### src/rtl/cv_pad_pkg.sv
// cv_pad_pkg: shared definitions for the ColecoVision-style controller interface.
// Holds the button flag layout, joy bit indices, keypad codes, the PS/2 scan-code
// key map, the spinner state enum and small helper functions.
package cv_pad_pkg;

  // Button flag layout: bits 0..11 line up with joy bits 0..11.
  localparam int unsigned NUM_BTN  = 20;
  localparam int unsigned B_R      = 0;
  localparam int unsigned B_L      = 1;
  localparam int unsigned B_D      = 2;
  localparam int unsigned B_U      = 3;
  localparam int unsigned B_FIRE   = 4;
  localparam int unsigned B_ARM    = 5;
  localparam int unsigned B_STAR   = 6;
  localparam int unsigned B_HASH   = 7;
  localparam int unsigned B_K0     = 8;   // keys 0..9 at 8..17
  localparam int unsigned B_PURPLE = 18;
  localparam int unsigned B_BLUE   = 19;

  // joy bit indices
  localparam int unsigned J_PURPLE = 12;
  localparam int unsigned J_BLUE   = 13;
  localparam int unsigned J_SPIN_L = 14;
  localparam int unsigned J_SPIN_R = 15;

  // Keypad codes as {p1,p2,p3,p4}
  localparam logic [3:0] KP_0    = 4'b0011;
  localparam logic [3:0] KP_1    = 4'b1110;
  localparam logic [3:0] KP_2    = 4'b1101;
  localparam logic [3:0] KP_3    = 4'b0110;
  localparam logic [3:0] KP_4    = 4'b0001;
  localparam logic [3:0] KP_5    = 4'b1001;
  localparam logic [3:0] KP_6    = 4'b0111;
  localparam logic [3:0] KP_7    = 4'b1100;
  localparam logic [3:0] KP_8    = 4'b1000;
  localparam logic [3:0] KP_9    = 4'b1011;
  localparam logic [3:0] KP_STAR = 4'b1010;
  localparam logic [3:0] KP_HASH = 4'b0101;
  localparam logic [3:0] KP_PT   = 4'b0100;
  localparam logic [3:0] KP_BT   = 4'b0010;
  localparam logic [3:0] KP_NONE = 4'b1111;

  // Spinner states, encoded directly as {p7,p9}
  typedef enum logic [1:0] {
    SP_S0 = 2'b11,
    SP_S1 = 2'b01,
    SP_S2 = 2'b00,
    SP_S3 = 2'b10
  } spin_e;

  typedef struct packed {
    logic       hit;
    logic [4:0] idx;
  } key_hit_t;

  // Scan-code (set 2) to button flag map; {extended, code}.
  function automatic key_hit_t key_lookup(input logic ext, input logic [7:0] code);
    key_hit_t r;
    r.hit = 1'b1;
    r.idx = '0;
    case ({ext, code})
      9'h175:         r.idx = 5'(B_U);
      9'h172:         r.idx = 5'(B_D);
      9'h16B:         r.idx = 5'(B_L);
      9'h174:         r.idx = 5'(B_R);
      9'h045, 9'h022: r.idx = 5'(B_K0);
      9'h016:         r.idx = 5'(B_K0 + 1);
      9'h01E:         r.idx = 5'(B_K0 + 2);
      9'h026:         r.idx = 5'(B_K0 + 3);
      9'h025, 9'h015: r.idx = 5'(B_K0 + 4);
      9'h02E, 9'h01D: r.idx = 5'(B_K0 + 5);
      9'h036, 9'h024: r.idx = 5'(B_K0 + 6);
      9'h03D, 9'h01C: r.idx = 5'(B_K0 + 7);
      9'h03E, 9'h01B: r.idx = 5'(B_K0 + 8);
      9'h046, 9'h023: r.idx = 5'(B_K0 + 9);
      9'h01A:         r.idx = 5'(B_STAR);
      9'h021:         r.idx = 5'(B_HASH);
      9'h11F, 9'h127: r.idx = 5'(B_PURPLE);
      9'h011, 9'h111: r.idx = 5'(B_BLUE);
      9'h014, 9'h114: r.idx = 5'(B_FIRE);
      9'h012, 9'h059: r.idx = 5'(B_ARM);
      default:        r.hit = 1'b0;
    endcase
    return r;
  endfunction

  // joy word to button flags (spinner bits handled separately)
  function automatic logic [NUM_BTN-1:0] joy_to_btn(input logic [15:0] j);
    logic [NUM_BTN-1:0] b;
    b           = '0;
    b[11:0]     = j[11:0];
    b[B_PURPLE] = j[J_PURPLE];
    b[B_BLUE]   = j[J_BLUE];
    return b;
  endfunction

  // Keypad encode, priority 0 > 1 > ... > 9 > * > # > purple > blue
  function automatic logic [3:0] keypad_code(input logic [NUM_BTN-1:0] b);
    if      (b[B_K0])     return KP_0;
    else if (b[B_K0 + 1]) return KP_1;
    else if (b[B_K0 + 2]) return KP_2;
    else if (b[B_K0 + 3]) return KP_3;
    else if (b[B_K0 + 4]) return KP_4;
    else if (b[B_K0 + 5]) return KP_5;
    else if (b[B_K0 + 6]) return KP_6;
    else if (b[B_K0 + 7]) return KP_7;
    else if (b[B_K0 + 8]) return KP_8;
    else if (b[B_K0 + 9]) return KP_9;
    else if (b[B_STAR])   return KP_STAR;
    else if (b[B_HASH])   return KP_HASH;
    else if (b[B_PURPLE]) return KP_PT;
    else if (b[B_BLUE])   return KP_BT;
    else                  return KP_NONE;
  endfunction

endpackage

### src/rtl/cv_pad_chan.sv
// cv_pad_chan: one controller port -- autofire, spinner FSM and pin encode.
// Ports: clk_i/reset_i (sync active-high), btn_i button flags, spin_l_i/spin_r_i,
// turbo_en_i, p5_n_i/p8_n_i select strobes (active low), p1..p4/p6/p7/p9 pins (active low, registered).
module cv_pad_chan
  import cv_pad_pkg::*;
#(
  parameter int unsigned TURBO_W  = 20,
  parameter int unsigned SPIN_DIV = 4096
) (
  input  logic               clk_i,
  input  logic               reset_i,
  input  logic [NUM_BTN-1:0] btn_i,
  input  logic               spin_l_i,
  input  logic               spin_r_i,
  input  logic               turbo_en_i,
  input  logic               p5_n_i,
  input  logic               p8_n_i,
  output logic               p1_o,
  output logic               p2_o,
  output logic               p3_o,
  output logic               p4_o,
  output logic               p6_o,
  output logic               p7_o,
  output logic               p9_o
);

  localparam int unsigned SPIN_CW  = 16;
  localparam logic [SPIN_CW-1:0] DIV_MAX = SPIN_CW'(SPIN_DIV - 1);

  logic [TURBO_W-1:0] turbo_q, turbo_d;
  logic               phase_q, phase_d;
  logic [SPIN_CW-1:0] div_q, div_d;
  spin_e              spin_q, spin_d;
  logic [4:0]         pins_q, pins_d;   // {p1,p2,p3,p4,p6}
  logic               fire_eff;
  logic [3:0]         kp_nib, js_nib;
  logic               kp_p6, js_p6;

  // Autofire: phase starts high so the first pressed cycle fires at once.
  always_comb begin
    turbo_d = '0;
    phase_d = 1'b1;
    if (turbo_en_i && btn_i[B_FIRE]) begin
      turbo_d = turbo_q + TURBO_W'(1);
      phase_d = (&turbo_q) ? ~phase_q : phase_q;
    end
  end

  // Pin encode: keypad and joystick halves are ANDed when both selects are low.
  always_comb begin
    fire_eff = btn_i[B_FIRE] & phase_q;
    kp_nib   = p5_n_i ? 4'hF : keypad_code(btn_i);
    kp_p6    = p5_n_i | ~btn_i[B_ARM];
    js_nib   = p8_n_i ? 4'hF : ~{btn_i[B_U], btn_i[B_D], btn_i[B_L], btn_i[B_R]};
    js_p6    = p8_n_i | ~fire_eff;
    pins_d   = {kp_nib & js_nib, kp_p6 & js_p6};
  end

  // Spinner next state: step only while exactly one direction is held.
  always_comb begin
    spin_d = spin_q;
    div_d  = '0;
    if (spin_r_i ^ spin_l_i) begin
      if (div_q == DIV_MAX) begin
        if (spin_r_i) begin
          case (spin_q)
            SP_S0:   spin_d = SP_S1;
            SP_S1:   spin_d = SP_S2;
            SP_S2:   spin_d = SP_S3;
            default: spin_d = SP_S0;
          endcase
        end else begin
          case (spin_q)
            SP_S0:   spin_d = SP_S3;
            SP_S3:   spin_d = SP_S2;
            SP_S2:   spin_d = SP_S1;
            default: spin_d = SP_S0;
          endcase
        end
      end else begin
        div_d = div_q + SPIN_CW'(1);
      end
    end
  end

  // State registers
  always_ff @(posedge clk_i) begin
    if (reset_i) begin
      turbo_q <= '0;
      phase_q <= 1'b1;
      div_q   <= '0;
      spin_q  <= SP_S0;
      pins_q  <= '1;
    end else begin
      turbo_q <= turbo_d;
      phase_q <= phase_d;
      div_q   <= div_d;
      spin_q  <= spin_d;
      pins_q  <= pins_d;
    end
  end

  assign {p1_o, p2_o, p3_o, p4_o, p6_o} = pins_q;
  assign {p7_o, p9_o}                   = spin_q;

endmodule

### src/rtl/cv_pad_if.sv
// cv_pad_if: PS/2 keyboard and USB-style joypads to ColecoVision controller pins.
// Ports: clk_sys, reset (sync active-high), ps2_key event word, joy buttons (16 per pad),
// turbo_en, ctrl_p5_i/ctrl_p8_i select strobes, ctrl_p1_o..ctrl_p9_o pins (active low).
module cv_pad_if
  import cv_pad_pkg::*;
#(
  parameter int unsigned NUM_PADS = 2,
  parameter int unsigned TURBO_W  = 20,
  parameter int unsigned SPIN_DIV = 4096
) (
  input  logic                  clk_sys,
  input  logic                  reset,
  input  logic [64:0]           ps2_key,
  input  logic [16*NUM_PADS-1:0] joy,
  input  logic [NUM_PADS-1:0]   turbo_en,
  input  logic [NUM_PADS-1:0]   ctrl_p5_i,
  input  logic [NUM_PADS-1:0]   ctrl_p8_i,
  output logic [NUM_PADS-1:0]   ctrl_p1_o,
  output logic [NUM_PADS-1:0]   ctrl_p2_o,
  output logic [NUM_PADS-1:0]   ctrl_p3_o,
  output logic [NUM_PADS-1:0]   ctrl_p4_o,
  output logic [NUM_PADS-1:0]   ctrl_p6_o,
  output logic [NUM_PADS-1:0]   ctrl_p7_o,
  output logic [NUM_PADS-1:0]   ctrl_p9_o
);

  logic               tog_q;
  logic [NUM_BTN-1:0] keys_q, keys_d;
  logic               pressed, extended, evt;
  key_hit_t           hit;

  // Key event decode; events with anything in [63:24] (e.g. Pause) are ignored.
  always_comb begin
    pressed  = (ps2_key[15:8] != 8'hF0);
    extended = pressed ? (ps2_key[15:8] == 8'hE0) : (ps2_key[23:16] == 8'hE0);
    evt      = (ps2_key[64] != tog_q) && (ps2_key[63:24] == '0);
    hit      = key_lookup(extended, ps2_key[7:0]);
    keys_d   = keys_q;
    if (evt && hit.hit) begin
      keys_d[hit.idx] = pressed;
    end
  end

  // The toggle copy is also captured in reset so an event coinciding with reset is dropped.
  always_ff @(posedge clk_sys) begin
    tog_q <= ps2_key[64];
    if (reset) begin
      keys_q <= '0;
    end else begin
      keys_q <= keys_d;
    end
  end

  for (genvar i = 0; i < NUM_PADS; i++) begin : g_pad
    logic [NUM_BTN-1:0] btn;

    if (i == 0) begin : g_kb
      assign btn = joy_to_btn(joy[15:0]) | keys_q;
    end else begin : g_joy
      assign btn = joy_to_btn(joy[16*i +: 16]);
    end

    cv_pad_chan #(
      .TURBO_W  (TURBO_W),
      .SPIN_DIV (SPIN_DIV)
    ) u_chan (
      .clk_i      (clk_sys),
      .reset_i    (reset),
      .btn_i      (btn),
      .spin_l_i   (joy[16*i + J_SPIN_L]),
      .spin_r_i   (joy[16*i + J_SPIN_R]),
      .turbo_en_i (turbo_en[i]),
      .p5_n_i     (ctrl_p5_i[i]),
      .p8_n_i     (ctrl_p8_i[i]),
      .p1_o       (ctrl_p1_o[i]),
      .p2_o       (ctrl_p2_o[i]),
      .p3_o       (ctrl_p3_o[i]),
      .p4_o       (ctrl_p4_o[i]),
      .p6_o       (ctrl_p6_o[i]),
      .p7_o       (ctrl_p7_o[i]),
      .p9_o       (ctrl_p9_o[i])
    );
  end

endmodule
### config.mk
export PLATFORM = sky130hd
export DESIGN_NAME = cv_pad_if
export DESIGN_NICKNAME = d
export VERILOG_FILES = /design/src/rtl/cv_pad_pkg.sv /design/src/rtl/cv_pad_chan.sv /design/src/rtl/cv_pad_if.sv
export SDC_FILE = /design/constraint.sdc
export NUM_CORES = 1
export LEC_CHECK = 0
export ABC_AREA = 0
export CELL_PAD_IN_SITES_DETAIL_PLACEMENT = 1
export CELL_PAD_IN_SITES_GLOBAL_PLACEMENT = 1
export CORE_UTILIZATION = 36
export CTS_BUF_LIST = sky130_fd_sc_hd__clkbuf_4 sky130_fd_sc_hd__clkbuf_8
export DETAILED_ROUTE_END_ITERATION = 8
export PLACE_DENSITY = 0.79
export SLEW_MARGIN = 10
export SYNTH_ARGS = -nofsm -noshare
export SYNTH_HDL_FRONTEND = slang
export SYNTH_HIERARCHICAL = 1
export SYNTH_SLANG_ARGS = --single-unit
### constraint.sdc
create_clock -name clk_sys -period 2.5 [get_ports clk_sys]
set_clock_uncertainty 0.15 [all_clocks]
set_input_delay 0.375 -clock clk_sys [delete_from_list [all_inputs] [get_ports clk_sys]]
set_output_delay 0.375 -clock clk_sys [all_outputs]
set_load 0.005 [all_outputs]
==> out/qor.yml <==
clk_latency_ns: 0.39
drive_gt1_frac: 0.193
hpwl_um: 13100
gr-total-overflow: 0
grt_usage: 0.210
seq_power_share: 0.487
h-tree-depth: 3
routed_via_density: 5.32
antenna_found_initial: 0
fill_cells: 1984
gp_congestion: 0.832
internal_power_mw: 2.72
max_cap_viol_count: 0
cpPeakStageDelay_ns: 0.58
crit_arrival_ns: 2.72
clock-sinks: 109
synth_top_family_by_area: "simple AND/OR/NAND/NOR gates"
drc_errors: 0
cts_tree: "yes"
synthDistinctLibCells: 76
clk_pin_slew_ns: 0.11
start_util: 0.369
total_power_mw: 3.62
numCtsBuffers: 9
final_util: 0.520
yosys.area_share.simple: 0.363
wire_per_inst_um: 16.6
final-setup-viol-count: 2
clock_power_share: 0.372
drt_pass1_iterations: 5
fin_ws_ns: -0.0540
async_flop_share: 0
cp-start-kind: "input pin"
slew_violations: 0
hold_path_class: "in2reg"
nNetsFinal: 1019
synth_top_cell_by_area: "dfxtp_1"
crit_type: "in2reg"
yosys-top-cells-area: "dfxtp_1 36%, nor2_1 5.0%, xnor2_1 3.9%"
core_area_um2: 16500
violations: "negative setup slack"
netSwitchingFraction: 0.248
grt_setup_unrepaired: "true"
relSlewSlack: 0.609
worst_hold_slack_ns: 0.253
synth_commonest_cells: "109 x dfxtp_1, 81 x nor2_1, 37 x nand2_1"
syn_inst: 712
synth.most_common_cell: "dfxtp_1"
die_height_um: 132
grt_pass1_wl_um: 30000
port_buffers: 118
fin_crit_ns: 2.55
endpoint_kind: "flop"
synth_seq_area_share: 0.358
grt_pass1_vias: 6194
die_w_um: 132
p_sw_mw: 0.896
yosys-mux-area-fraction: 0.0470
crit_fanout: 5
clockBufferDepth: 2
synth_ff_type: "dfxtp_1"
area_growth_pct: 41.0
synth_edf_count: 0
required_ns: 2.67
synthXorXnorAreaFrac: 0.0690
final_cells: 1135
pre_cts_ws_ns: -0.702
ys_seq_elements: 109
syn_area_per_cell_um2: 8.55
hold_violations: 0
num_rows: 47
tightest_slew_ns: 0.581
yosysWarnings: 6
synth_top_area_share: 0.358
drt_iter0_drc: 298
placed_cells: 1109
antenna_left: 0
combPwrFrac: 0.141
wl_um: 18800
p_per_area_nw_per_um2: 421
fmax_mhz: 392
n_antenna_cell: 0
synth_area_um2: 6090
grt_max_degree: 26
total_leakage_power_nw: 3.09
clockRootBuffer: "clkbuf_8"
crit_chain: "clkbuf_2 -> or4b_4 -> nor4_4 -> nor2_1 -> and4b_4 -> or3b_4 -> buf_8 -> nor3b_4 -> mux2i_1"
synth_compound_area_frac: 0.123
die_area_um2: 17400
peakVddDrop_mv: 0.367
period_share: 1.02
io_pins: 119
vias: 6038
status: "finished, violations left"
crit_slowest_cell: "or4b_4"
synth_fa_ha_area_frac: 0.00822
-- placed cells by master (no fill, tap or decap), types with 19 or more instances in the layout --
cell               n
dfxtp_1          109
clkdlybuf4s50_1  100
nor2_1            81
buf_4             67
nand2_1           37
nand2b_1          32
nand3_1           29
xnor2_1           27
mux2i_1           23
nor4_1            23
a21oi_1           21
xor2_1            21
conb_1            21
nor3_1            19
-- cells by family after synthesis --
family          Yosys count
fa+ha+maj                 4
simple gates            370
mux                      28
other cells               1
xor+xnor                 48
compound gates          106
flops                   109
buf+inv                  46
-- what timing repair did --
| action | 4_1_cts | 5_1_grt |
|---|---|---|
| gates cloned | 1 | 1 |
| pin swaps | 9 | 18 |
| gates resized for setup | 35 | 42 |
| setup endpoints to repair | 20 | 20 |
| buffers inserted | 4 | 7 |
| hold buffers | 0 | 0 |
-- layout make-up --
type | instances | area [µm²] | share of cell area
tap | 220 | 275 | 0.0320
inverter | 18 | 67.6 | 0.00786
sequential | 109 | 2180 | 0.254
multi-input combinational | 578 | 4030 | 0.469
timing repair buffer | 194 | 1780 | 0.207
clock buffer | 9 | 124 | 0.0144
clock inverter | 7 | 131 | 0.0153
-- flip-flops by register name, indices dropped and copies added (netlist names) --
signal and cells:
g_pad.u_chan/turbo_q 40, g_pad.u_chan/div_q 32, keys_q 20, g_pad.u_chan/pins_q 10, g_pad.u_chan/spin_q 4, g_pad.u_chan/phase_q 2
tog_q 1
-- layer usage --
layer / part of all wire / track usage
met1: 0.44 / 0.253
met2: 0.51 / 0.381
met3: 0.029 / 0.0308
met4: 0.020 / 0.0704
met5: 0 / 0
-- final timing paths --
check | start | end | slack [ns] | cells past startpoint
max | ps2_key[7] | keys_q[3]$_SDFFE_PP0P_ | -0.05 | 9
min | reset | g_pad[1].u_chan/pins_q[4]$_SDFF_PP1_ | 0.25 | 3
max reg2reg | g_pad[0].u_chan/div_q[0]$_SDFF_PP0_ | g_pad[0].u_chan/spin_q[1]$_SDFFE_PP1P_ | 0.26 | 5
min reg2reg | keys_q[0]$_SDFFE_PP0P_ | keys_q[0]$_SDFFE_PP0P_ | 0.33 | 2
-- through the flow --
step | TNS, ns | cell area [µm²]
4_1_cts | 0 | 8430
2_1_floorplan | -0.0361 | 6190
3_3_place_gp | -11.78 | 8030
3_5_place_dp | -12.79 | 8030
6_report | -0.0917 | 8590
5_1_grt | -0.334 | 8590
-- power by group through the flow --
stage               registers [mW]  logic, mW  clock network [mW]
global route                  1.77      0.550                1.46
CTS                           1.76      0.494                1.39
global placement              1.80      0.478                   0
detailed placement            1.80      0.485                   0
finish                        1.76      0.510                1.35
floorplan                     1.80      0.178                   0
-- worst max-delay path, delay by kind of cell --
kind | cells | cell delay [ns]
mux | 1 | 0.23
simple gates | 6 | 1.84
buf+inv | 2 | 0.28
(Power assumes the default switching activity.)
